<file path="config.mk">
export PLATFORM = sky130hd
export DESIGN_NAME = toggle_driver_flat
export DESIGN_NICKNAME = d
export VERILOG_FILES = /design/src/rtl/toggle_pkg.sv /design/src/rtl/toggle_driver_if.sv /design/src/rtl/toggle_lfsr8.sv /design/src/rtl/toggle_driver.sv /design/src/flat_wrapper.sv
export SDC_FILE = /design/constraint.sdc
export NUM_CORES = 1
export LEC_CHECK = 0
export ABC_AREA = 0
export CORE_MARGIN = 2
export CORE_UTILIZATION = 35
export DETAILED_ROUTE_END_ITERATION = 10
export GPL_ROUTABILITY_DRIVEN = 0
export PLACE_DENSITY_LB_ADDON = 0.2
export SYNTH_ARGS = -nofsm -noshare
export SYNTH_HDL_FRONTEND = slang
export SYNTH_HIERARCHICAL = 1
export SYNTH_SLANG_ARGS = --single-unit
</file>
<file path="constraint.sdc">
create_clock -name clk -period 2.2 [get_ports clk]
set_clock_uncertainty 0.15 [all_clocks]
set_input_delay 0.44 -clock clk [delete_from_list [all_inputs] [get_ports clk]]
set_output_delay 0.44 -clock clk [all_outputs]
set_load 0.01 [all_outputs]
</file>
<file path="src/rtl/toggle_pkg.sv">
// toggle_pkg: shared types and constants for the toggle-stage driver.
//   toggle_state_t  - driver FSM state (IDLE, RUN, DRAIN, DONE)
//   LFSR_TAPS       - Galois feedback mask for the 8-bit right-shift LFSR
//   LFSR_ZERO_SEED  - substitute seed when 0x00 is requested (LFSR lock-up)
//   lfsr_step()     - one LFSR advance
package toggle_pkg;

    typedef enum logic [1:0] {
        ST_IDLE  = 2'd0,
        ST_RUN   = 2'd1,
        ST_DRAIN = 2'd2,
        ST_DONE  = 2'd3
    } toggle_state_t;

    localparam logic [7:0] LFSR_TAPS      = 8'hB8;
    localparam logic [7:0] LFSR_ZERO_SEED = 8'h01;

    // Right shift; the bit shifted out of [0] selects the feedback XOR.
    function automatic logic [7:0] lfsr_step(input logic [7:0] s);
        return s[0] ? ((s >> 1) ^ LFSR_TAPS) : (s >> 1);
    endfunction

endpackage

</file>
<file path="src/rtl/toggle_driver_if.sv">
// toggle_driver_if: control handshake plus the en/q -> z link of the driver.
//   start/len/seed : run request (len and seed sampled with an accepted start)
//   busy/done      : run status
//   err_cnt        : mismatches in current/last run
//   first_err      : beat index of first mismatch (valid when err_cnt != 0)
//   en_o/q_o       : beat driven into the toggle stage
//   z_i            : toggle stage output
//
// Handshake: start is accepted only on a clock edge where the driver is
// idle (busy=0, done=0); any other start is ignored. busy rises the cycle
// after acceptance and stays high until the single-cycle done pulse, during
// which busy is low. err_cnt/first_err are final in the done cycle and hold
// until the next accepted start.
interface toggle_driver_if #(
    parameter int LEN_W = 8,
    parameter int CNT_W = 8
);
    logic             start;
    logic [LEN_W-1:0] len;
    logic [7:0]       seed;
    logic             busy;
    logic             done;
    logic [CNT_W-1:0] err_cnt;
    logic [LEN_W-1:0] first_err;
    logic             en_o;
    logic             q_o;
    logic             z_i;

    modport master (
        input  start, len, seed, z_i,
        output busy, done, err_cnt, first_err, en_o, q_o
    );

    modport slave (
        output start, len, seed, z_i,
        input  busy, done, err_cnt, first_err, en_o, q_o
    );
endinterface

</file>
<file path="src/rtl/toggle_lfsr8.sv">
// toggle_lfsr8: 8-bit Galois LFSR with synchronous load and step.
//   clk, reset (async, active-low) ; load/seed : load seed (0x00 -> 0x01)
//   step : advance one position    ; state : current LFSR value
module toggle_lfsr8
    import toggle_pkg::*;
(
    input  logic       clk,
    input  logic       reset,
    input  logic       load,
    input  logic [7:0] seed,
    input  logic       step,
    output logic [7:0] state
);

    logic [7:0] lfsr_r;

    always_ff @(posedge clk or negedge reset) begin
        if (!reset) begin
            lfsr_r <= LFSR_ZERO_SEED;
        end else if (load) begin
            // An all-zero LFSR would never leave zero.
            lfsr_r <= (seed == 8'h00) ? LFSR_ZERO_SEED : seed;
        end else if (step) begin
            lfsr_r <= lfsr_step(lfsr_r);
        end
    end

    assign state = lfsr_r;

endmodule

</file>
<file path="src/rtl/toggle_driver.sv">
// toggle_driver: LFSR stimulus generator and self-checker for the
// single-bit toggle stage. Drives en_o/q_o for len beats and checks that
// z_i equals q_o one cycle after every enabled beat.
//   clk       : rising-edge clock
//   reset     : asynchronous, active-low
//   bus       : toggle_driver_if master (handshake, results, en/q/z link)
//   dbg_state : current FSM state
module toggle_driver
    import toggle_pkg::*;
#(
    parameter int LEN_W = 8,
    parameter int CNT_W = 8
) (
    input  logic                   clk,
    input  logic                   reset,
    toggle_driver_if.master        bus,
    output toggle_state_t          dbg_state
);

    localparam logic [CNT_W-1:0] CNT_MAX = {CNT_W{1'b1}};

    toggle_state_t    state, state_nxt;
    logic [LEN_W-1:0] len_r;
    logic [LEN_W-1:0] idx_r;
    logic [7:0]       lfsr_q;
    logic             accept;
    logic             step;
    logic             en_d;
    logic             q_d;

    // Check pipeline: what was driven last cycle, and its beat index.
    logic             chk_r;
    logic             exp_r;
    logic [LEN_W-1:0] cidx_r;
    logic             mismatch;

    logic [CNT_W-1:0] err_r;
    logic [LEN_W-1:0] first_r;

    assign accept = (state == ST_IDLE) && bus.start;

    toggle_lfsr8 u_lfsr (
        .clk   (clk),
        .reset (reset),
        .load  (accept),
        .seed  (bus.seed),
        .step  (step),
        .state (lfsr_q)
    );

    always_comb begin
        state_nxt = state;
        step      = 1'b0;
        en_d      = 1'b0;
        q_d       = 1'b0;
        case (state)
            ST_IDLE: begin
                if (bus.start) begin
                    state_nxt = (bus.len != '0) ? ST_RUN : ST_DRAIN;
                end
            end
            ST_RUN: begin
                en_d = lfsr_q[0];
                q_d  = lfsr_q[1];
                step = 1'b1;
                if (idx_r == len_r - LEN_W'(1)) begin
                    state_nxt = ST_DRAIN;
                end
            end
            ST_DRAIN: state_nxt = ST_DONE;
            ST_DONE:  state_nxt = ST_IDLE;
            default:  state_nxt = ST_IDLE;
        endcase
    end

    always_ff @(posedge clk or negedge reset) begin
        if (!reset) begin
            state <= ST_IDLE;
        end else begin
            state <= state_nxt;
        end
    end

    assign mismatch = chk_r && (bus.z_i != exp_r);

    always_ff @(posedge clk or negedge reset) begin
        if (!reset) begin
            len_r   <= '0;
            idx_r   <= '0;
            chk_r   <= 1'b0;
            exp_r   <= 1'b0;
            cidx_r  <= '0;
            err_r   <= '0;
            first_r <= '0;
        end else begin
            chk_r  <= en_d;
            exp_r  <= q_d;
            cidx_r <= idx_r;
            if (accept) begin
                len_r   <= bus.len;
                idx_r   <= '0;
                err_r   <= '0;
                first_r <= '0;
            end else begin
                if (state == ST_RUN) begin
                    idx_r <= idx_r + LEN_W'(1);
                end
                if (mismatch) begin
                    if (err_r != CNT_MAX) begin
                        err_r <= err_r + CNT_W'(1);
                    end
                    if (err_r == '0) begin
                        first_r <= cidx_r;
                    end
                end
            end
        end
    end

    assign bus.en_o      = en_d;
    assign bus.q_o       = q_d;
    assign bus.busy      = (state == ST_RUN) || (state == ST_DRAIN);
    assign bus.done      = (state == ST_DONE);
    assign bus.err_cnt   = err_r;
    assign bus.first_err = first_r;
    assign dbg_state     = state;

endmodule
</file>
<file path="src/flat_wrapper.sv">
// flat-port wrapper written by rule: the top's interface ports become plain ports
module toggle_driver_flat import toggle_pkg::*;
#(
    parameter int LEN_W = 8,
    parameter int CNT_W = 8
)
  (clk, reset, dbg_state, bus_start, bus_len, bus_seed, bus_z_i, bus_busy, bus_done, bus_err_cnt, bus_first_err, bus_en_o, bus_q_o);
  toggle_driver_if #(.LEN_W(LEN_W), .CNT_W(CNT_W)) bus_i ();
  input  logic clk;
  input  logic reset;
  output toggle_state_t dbg_state;
  input wire logic [$bits(bus_i.start)-1:0] bus_start;
  input wire logic [$bits(bus_i.len)-1:0] bus_len;
  input wire logic [$bits(bus_i.seed)-1:0] bus_seed;
  input wire logic [$bits(bus_i.z_i)-1:0] bus_z_i;
  output wire logic [$bits(bus_i.busy)-1:0] bus_busy;
  output wire logic [$bits(bus_i.done)-1:0] bus_done;
  output wire logic [$bits(bus_i.err_cnt)-1:0] bus_err_cnt;
  output wire logic [$bits(bus_i.first_err)-1:0] bus_first_err;
  output wire logic [$bits(bus_i.en_o)-1:0] bus_en_o;
  output wire logic [$bits(bus_i.q_o)-1:0] bus_q_o;
  assign bus_i.start = bus_start;
  assign bus_i.len = bus_len;
  assign bus_i.seed = bus_seed;
  assign bus_i.z_i = bus_z_i;
  assign bus_busy = bus_i.busy;
  assign bus_done = bus_i.done;
  assign bus_err_cnt = bus_i.err_cnt;
  assign bus_first_err = bus_i.first_err;
  assign bus_en_o = bus_i.en_o;
  assign bus_q_o = bus_i.q_o;
  toggle_driver #(.LEN_W(LEN_W), .CNT_W(CNT_W)) u_core (.clk(clk), .reset(reset), .bus(bus_i), .dbg_state(dbg_state));
endmodule
</file>
=== Word-level counts from Yosys, hierarchy flattened ===
Cells that the tools add are included.

* Register bits: 52
* Bits in latches: 0
* Memory bits (writable): 0
* Memory bits (read-only): 0
* Output and inout bits: 22
* Logic and storage cells: 55
* Memories kept: 0

* $add $sub $neg: 3
* $mul: 0
* Divide/modulo/power cells: 0
* Magnitude comparators: 0
* Eq/ne operators: 8
* Shift-type cells: 0
* Muxes and demuxes: 19
* Bitwise gates (word level): 1
* Reductions and logical operators: 15

{| class="wikitable"
|+ Operator list
! kind !! count
|-
| $mux W8 || 12
|-
| $add A8 B1 Y8 const B || 2
|-
| $logic_not A8 Y1 || 2
|-
| $reduce_bool A2 Y1 || 5
|-
| $eq A8 B8 Y1 || 1
|-
| $ne A8 B8 Y1 const B || 1
|-
| $pmux W2 S4 || 1
|-
| $reduce_bool A8 Y1 || 1
|-
| $sub A8 B1 Y8 const B || 1
|-
| $mux W2 || 3
|-
| $reduce_and A2 Y1 || 3
|-
| $eq A2 B2 Y1 const B || 2
|-
| $not A3 Y4 || 1
|-
| $mux W1 || 3
|-
| $eq A2 B1 Y1 const B || 1
|-
| $logic_and A1 B1 Y1 || 2
|-
| $logic_not A2 Y1 || 1
|-
| $ne A2 B1 Y1 const B || 1
|-
| $ne A2 B2 Y1 const B || 1
|-
| $logic_or A1 B1 Y1 || 1
|-
| $ne A1 B1 Y1 || 1
|}

=== Longest topological paths before layout ===
* Word-level depth: 4
* Mapped depth: 8

=== By module ===
Netlist, hierarchy kept.

{| class="wikitable"
|+ Modules (own cells, without submodules)
! module !! instances !! cells an instance !! area each (µm²)
|-
| toggle_driver || 1 || 195 || 2,132.0
|-
| toggle_lfsr8 || 1 || 40 || 406.6
|}

=== Worst setup path after synthesis ===
Ideal clock, no wire load.

* Path type: register to register
* Start point: reg u_core.state[0], in the netlist u_core/dbg_state[0]
* End point: reg u_core.u_lfsr.lfsr_r[4], in the netlist u_core/u_lfsr/state[4]
* Setup time: 0.124 ns
* Arrival: 1.834 ns
* Setup slack: 0.093 ns
* Cell stages (with the launch flop): 8
* Buffers on the path: 3
* Period minus slack after synthesis: 2.107 ns
* Cells stage by stage: dfrtp_1 -> inv_1 -> ha_1 -> and2_1 -> clkbuf_1 -> clkbuf_1 -> buf_2 -> o21ai_1

* Cells in the longest elaborated chain, start to end: 3

{| class="wikitable"
|+ Ends and longest elaborated chain
! what !! RTL line !! source
|-
| start, declared || toggle_driver.sv:22 || <nowiki>toggle_state_t state, state_nxt;</nowiki>
|-
| start signal, assigned || toggle_driver.sv:80 || <nowiki>state <= state_nxt;</nowiki>
|-
| $logic_not A2 Y1 * || toggle_driver.sv:40 || <nowiki>assign accept = (state == ST_IDLE) && bus.start;</nowiki>
|-
| $logic_and A1 B1 Y1 * || toggle_driver.sv:40 ||
|-
| named net u_core.accept || toggle_driver.sv:26 || <nowiki>logic accept;</nowiki>
|-
| $mux W8 or $reduce_bool A2 Y1 (tied branches) || n/a ||
|-
| end signal, assigned || toggle_lfsr8.sv:22 || <nowiki>lfsr_r <= (seed == 8'h00) ? LFSR_ZERO_SEED : seed;</nowiki>
|-
| end signal, assigned || toggle_lfsr8.sv:24 || <nowiki>lfsr_r <= lfsr_step(lfsr_r);</nowiki>
|-
| end, declared || toggle_lfsr8.sv:15 || <nowiki>logic [7:0] lfsr_r;</nowiki>
|}

Mark *: on every way through the listed nets, which the timed path passes. The rest lies on a longest branch.
A chain may end at the register's enable or synchronous reset.

=== Worst setup path in the final report ===
* Start point: reg u_core.state[0], in the netlist u_core/dbg_state[0]
* End point: out bus_done

* Cells in the longest elaborated chain, start to end: 1

{| class="wikitable"
|+ Ends and longest elaborated chain
! what !! RTL line !! source
|-
| $eq A2 B2 Y1 || toggle_driver.sv:123 || <nowiki>assign bus.done = (state == ST_DONE);</nowiki>
|-
| end, declared || flat_wrapper.sv:17 || <nowiki>output wire logic [$bits(bus_i.done)-1:0] bus_done;</nowiki>
|}

No other way between the ends.

==> results list <==
- RSZ-0062 raised after global routing: no
- Mean instance size in the synthesized netlist: 10.80 um2
- Nets@finish: 316
* Global-route wire length before repair: 8.362 mm
* Status: complete, no violations
- The clock tree synthesis step divided the H-tree into 2 levels.
* GRT Total Usage: 0.1347
- The count of buffers added on input and output ports is 41.
- The number of nets in the synthesized netlist is 263.
* Worst hold start: u_core/idx_r[7]
- For this run, the register share of the synthesized area comes to 0.5131.
- Min cycle time layout: 2.082 ns
- Sequential cell area: 0.001303 mm2
- Yosys cell types: 39
- Clock-pin slew was measured on the worst setup and hold paths at 0.10 ns.
- Number of flops mapped to enable cells by yosys: 0
- Across all register-to-register paths, the minimum setup slack is 0.12 ns.
* Sum of overflow across all layers after global routing: 0
- Die height: 89.17 um
* Setup CP Type: flip-flop to primary output
- Top fanout value on the critical path: 3
- Iter 0 DRT Violations: 69
- In this run the count of I/O pins placed on the die edge is 42.
- From left edge to right edge, the die measures 89.17 um.
- Std-Cell Rows: 31
- Residual DRC: 0
- Critical Path Source Type: flip-flop
- The worst register-to-register path has a depth of 6.
- In this run the deepest clock path goes through 2 buffers.
* Post-Synthesis Cells: 235
- Initial antenna violation count: 0
- The cell sitting at the root of the clock tree is a clkbuf_8.
- Using the TritonRoute via totals, the vias-per-cell ratio works out to 4.714.
* Static power due to leakage: 1.475 nW
- The initial utilization of the core area, before any placement, comes to 0.3557.
- Data required, critical path: 1.61 ns
* Achievable frequency: 480.4 MHz
- Wires add up to 4.929 mm.
- DPL Wire Length: 3.538 mm
* Routed wirelength normalized by instance count: 12.70 um
- The detail route stage leaves a number of antenna-violating nets equal to 0.
- Maximum number of pins on one net before global-route repair: 53
- The worst hold path belongs to the class flip-flop to flip-flop.
* Multi-input logic area: 0.001170 mm2
* Diode count: 0
- The synthesized design contains 52 register bits.
- TritonCTS clock tree: yes
* Clock Latency Late Sink: 0.30 ns
* Clk sink count: 52
- Length of the first detailed-routing pass in iterations: 6
* Via count of the first global-routing pass: 1778
- The path with the worst hold slack has its endpoint at u_core/cidx_r[7].
- Minimum setup slack in the final design: 0.1184 ns
* Worst vdd ir: 0.0006071 V
- After filler insertion, the fill cell instance count of the layout stands at 720.
* Area overhead of the layout relative to synthesis: 27.85%
- MaxCap Viol Count: 0
- Data arrives at the worst endpoint at 1.49 ns.
- Timing analysis after detailed placement gives a worst setup slack of 0.06612 ns.
- Of all flip-flops after synthesis, the portion carrying an async set or reset was 1.000.
- Number of hold violations in the final report: 0
- The region available for standard cell placement spans 0.007137 mm2.
- Overall die area: 0.007950 mm2
- Crit path capture type: primary output
* Total number of vias: 1829
* Reg-to-reg endpoint: u_core/dbg_state[1]
* Netlist area before placement: 0.002539 mm2
* Total negative slack: 0 ns
- Worst-margin pin slew: 0.3863 ns
- Hold Path Depth: 0
- Setup violations remaining at the end of the flow were counted as 0.
* Most frequent cells in the layout: 51 x dfrtp_1, 37 x clkdlybuf4s50_1, 28 x nor2_1
- In this run the critical register-to-register path is launched from u_core/len_r[0].
- In the final layout, the share of cells above drive strength 1 is 0.1107.
- Max-slew violation total from the final report: 0
* CTS buffer count: 5
- In this run the power density over the cells is 1142 mW/mm2.
- In this run the tightest slew margin relative to its limit is 0.7425.
* Total number of yosys warnings: 6
- For this run, the leading register cell type out of synthesis is dfrtp_1.
- Crit share post-route: 0.9462
* Leading cell type in the layout, fill and taps excluded: dfrtp_1
-- per-layer routing --
layer	global-route usage	wire length [um]
met2	0.2168	2266
met3	0.02493	165
met4	0.04071	66
met1	0.1857	2430
met5	0	0
-- cell families after synthesis --
group                    synth area share
AO/OA/AOI/OAI                     0.06161
XOR/XNOR                          0.08625
adder cells (fa/ha/maj)           0.03943
buffers and inverters             0.02710
flip-flops                         0.5131
multiplexers                       0.1035
AND/OR/NAND/NOR                    0.1690
-- cells in the mapped netlist, types with 5 or more instances --
cell type,n,share of area
dfrtp_1,51,0.50
nor2_1,28,0.041
mux2i_1,18,0.071
xor2_1,15,0.052
nand2_1,14,0.021
nand4_1,10,0.025
xnor2_1,10,0.034
inv_1,9,0.013
o21ai_1,9,0.018
ha_1,8,0.039
clkbuf_1,6,0.0089
nand3_1,6,0.012
a21oi_1,5,0.0099
nor3_1,5,0.0099
o21ai_0,5,0.0099
-- through the flow --
| stage | power [mW] | utilization | instance area, um2 | cells | hold WS (ns) |
|---|---|---|---|---|---|
| 2_1_floorplan | 2.599 | - | 2539 | 235 | -0.005591 |
| 3_3_place_gp | 3.137 | 0.4383 | 3128 | 378 | 0.2873 |
| 3_5_place_dp | 3.162 | 0.4383 | 3128 | 378 | 0.2973 |
| 4_1_cts | 3.762 | 0.4544 | 3243 | 388 | 0.3225 |
| 5_1_grt | 4.010 | 0.4548 | 3246 | 388 | 0.3455 |
| 6_report | 3.706 | 0.4548 | 3246 | 388 | 0.3126 |
-- registers in the layout, summed over array words and instances, names as in the netlist --
register,flops
u_core/exp_r,1
u_core/bus.err_cnt,8
u_core/idx_r,8
u_core/chk_r,1
u_core/len_r,8
u_core/bus.first_err,8
u_core/cidx_r,8
u_core/u_lfsr/state,8
u_core/dbg_state,2
-- power breakdown --
group	internal, mW	switching, mW	total (mW)	leakage, nW
Combinational	0.835	0.813	1.65	0.752
Clock	0.255	0.319	0.574	0.0434
Sequential	1.23	0.250	1.48	0.680
-- area by class of cell --
type	instances	share of cell area
sequential	52	0.4013
timing repair buffer	54	0.1596
clock buffer	6	0.02544
tap	99	0.03817
clock inverter	2	0.004626
inverter	9	0.01041
multi-input combinational	166	0.3604
-- worst max-delay path, cell delays in order (launching register included) --
cell	delay [ns]
dfrtp_1	0.39
buf_4	0.15
ha_1	0.18
clkdlybuf4s50_1	0.47
-- worst max-delay path by stage --
stage                              startpoint                endpoint  depth (start not counted)
after floorplan           u_core/dbg_state[0]  u_core/u_lfsr/state[4]                          7
after global routing          u_core/len_r[0]     u_core/dbg_state[1]                          9
after global placement                bus_z_i   u_core/bus.err_cnt[3]                          8
after CTS                 u_core/dbg_state[0]                bus_busy                          3
after detailed placement              bus_z_i   u_core/bus.err_cnt[7]                          8
final                     u_core/dbg_state[0]                bus_done                          3
-- what timing repair did --
| action | 4_1_cts | 5_1_grt |
|---|---|---|
| setup endpoints to repair | 3 | 2 |
| pin swaps | 0 | 1 |
| setup buffers | 1 | 0 |
| cloned | 0 | 0 |
| endpoints found under the hold margin | 51 | 0 |
| hold buffers | 1 | 0 |
| gates resized for setup | 3 | 2 |
(Power assumes the default switching activity.)
==> edit, RTL diff (same settings) <==
`CNT_W` is set to 8 in 3 places; all go to 6.
--- a/src/rtl/toggle_driver_if.sv
+++ b/src/rtl/toggle_driver_if.sv
@@ -15,3 +15,3 @@
     parameter int LEN_W = 8,
-    parameter int CNT_W = 8
+    parameter int CNT_W = 6
 );
--- a/src/rtl/toggle_driver.sv
+++ b/src/rtl/toggle_driver.sv
@@ -11,3 +11,3 @@
     parameter int LEN_W = 8,
-    parameter int CNT_W = 8
+    parameter int CNT_W = 6
 ) (
--- a/src/flat_wrapper.sv
+++ b/src/flat_wrapper.sv
@@ -4,3 +4,3 @@
     parameter int LEN_W = 8,
-    parameter int CNT_W = 8
+    parameter int CNT_W = 6
 )
Ports: changed (resized bus_err_cnt); port bits go from 42 to 40. No check against the original RTL was run, so the function may have changed too.
==> edit against the original RTL <==
Area after synthesis is 4.1% lower. Total power is 4.5% higher. Worst setup slack worse by 65 ps. Cell area is 3.4% lower. Synthesized cell count is 7.7% lower. Global-route usage is 0.45 points lower. Sequential share of layout area is 0.19 points lower. Fmax is 3.0% lower. Sequential cell count is 2 lower. Count of clock-buffer cells in the layout stayed put. Routed wire length is 8.5% lower. Largest power group unchanged.
==> edit: results (changes against the original RTL) <==
status finished, final reports clean; R2R Setup Slk 50 ps (-60 ps); share of layout cells above drive strength 1 14.5% (+3.4 points); GR Util met2 20.9% (-0.75 points); VDD IR max 0.000601 V (-1.1%); port bufs 39 (-4.9%); met3 WL 140 um (-15%); Crit path arrival time 2180 ps (+690 ps); Non-CTS inverters 9 (unchanged); Synth area leaders dfrtp_1 (50%), mux2i_1 (7.8%), xor2_1 (5.0%); multi-input gates 151 (-9.0%); clk root buf clkbuf_8; Hold Path Cell Cnt 0 (unchanged); syn_nets 245 (-6.8%); FFs & Latches 50 (-3.8%); # clk buffers 6 (unchanged); global-route wire length before repair 7850 um (-6.1%); post-synthesis sequential area ratio 51.4% (+0.13 points); final wirelength 4510 um (-8.5%); NonClk Buf Share 16.0% (+0.082 points); # nets final 296 (-6.3%); met1 track demand over resource 17.4% (-1.1 points); Yosys warning count 6 (unchanged); number of fillers in the final layout 641 (-11%); fraction of area in multi-input gates 35.9% (-0.17 points); Distinct cells, synth 40 (+2.6%); Layout clock area frac 3.87% (+0.86 points); Signal buffers 51 (-5.6%); met2 WL 2110 um (-6.7%); FF+latch area 1250 um2 (-3.8%); async set-reset flop share out of synthesis 100% (unchanged); GRT Util Overall 13.0% (-0.45 points); slew of the pin with the lowest slew margin 388 ps (+1.53 ps); H-tree levels 2 (unchanged); Initial DRC Count 100 (+45%); Max clock buf depth 2 (unchanged); largest net degree at the start of global routing 36 (-32%); DP Wirelength 3280 um (-7.3%); r2r endpoint u_core/dbg_state[1]; diode count 0 (unchanged); routed length on met1 2230 um (-8.3%); total iterations of the first detailed-routing run 4 (-2); static leakage 1.45 nW (-1.8%); GRT met3 Usage 3.79% (+1.3 points); most frequent cells after synthesis dfrtp_1 (49), nor2_1 (23), mux2i_1 (19); FF-to-FF path depth 7 (+1); clk slew on worst S/H paths 90 ps; DR vias 1694 (-7.4%); pre-CTS setup slack 6.11 ps (-60.0 ps)
==> edit: power breakdown <==
part	switching, mW	internal (mW)
combinational	0.786	0.936
clock	0.304	0.374
sequential	0.267	1.21
==> edit: cells by family (layout without fill, tap and decap cells) <==
logic type | after synthesis | after routing | synth area share (%)
simple gates | 69 | 69 | 14.7
mux | 26 | 26 | 11.2
xor+xnor | 25 | 25 | 8.99
flops | 50 | 50 | 51.4
compound gates | 23 | 23 | 6.58
buf+inv | 16 | 68 | 2.98
fa+ha+maj | 8 | 8 | 4.11
==> edit: metrics by stage <==
stage          instance area [um2]  cells  setup TNS, ps  hold WS (ps)  util, %
3_5_place_dp                  2970    338              0           235     44.0
3_3_place_gp                  2970    338              0           240     44.0
6_report                      3140    349              0           297     46.4
4_1_cts                       3120    348              0           306     46.1
5_1_grt                       3140    349          -54.9           321     46.4
2_1_floorplan                 2440    217              0         -5.59        -
==> edit: timing repair <==
action | in CTS | in global routing
pin swaps | 0 | 4
setup endpoints to repair | 4 | 3
setup buffers | 1 | 1
endpoints found under the hold margin | 15 | 0
hold buffers | 1 | 0
gates resized for setup | 4 | 4
==> edit: how the worst max path moves through the flow <==
stage / startpoint / slack, ps / endpoint
floorplan: u_core/dbg_state[0] / 20 / u_core/u_lfsr/state[4]
global placement: u_core/len_r[1] / 40 / u_core/dbg_state[1]
detailed placement: u_core/len_r[1] / 6 / u_core/dbg_state[1]
CTS: u_core/len_r[1] / 0.8 / u_core/dbg_state[1]
global route: u_core/len_r[1] / -50 / u_core/dbg_state[1]
finish: u_core/len_r[0] / 50 / u_core/dbg_state[1]
==> edit: critical path, cell delays in order, from the launching register on <==
cell      delay, ps
dfrtp_1         390
buf_4           140
nor3_2          230
nand2_1         160
xnor2_1         280
o22ai_4         110
o2111a_2        280
mux2_4          290
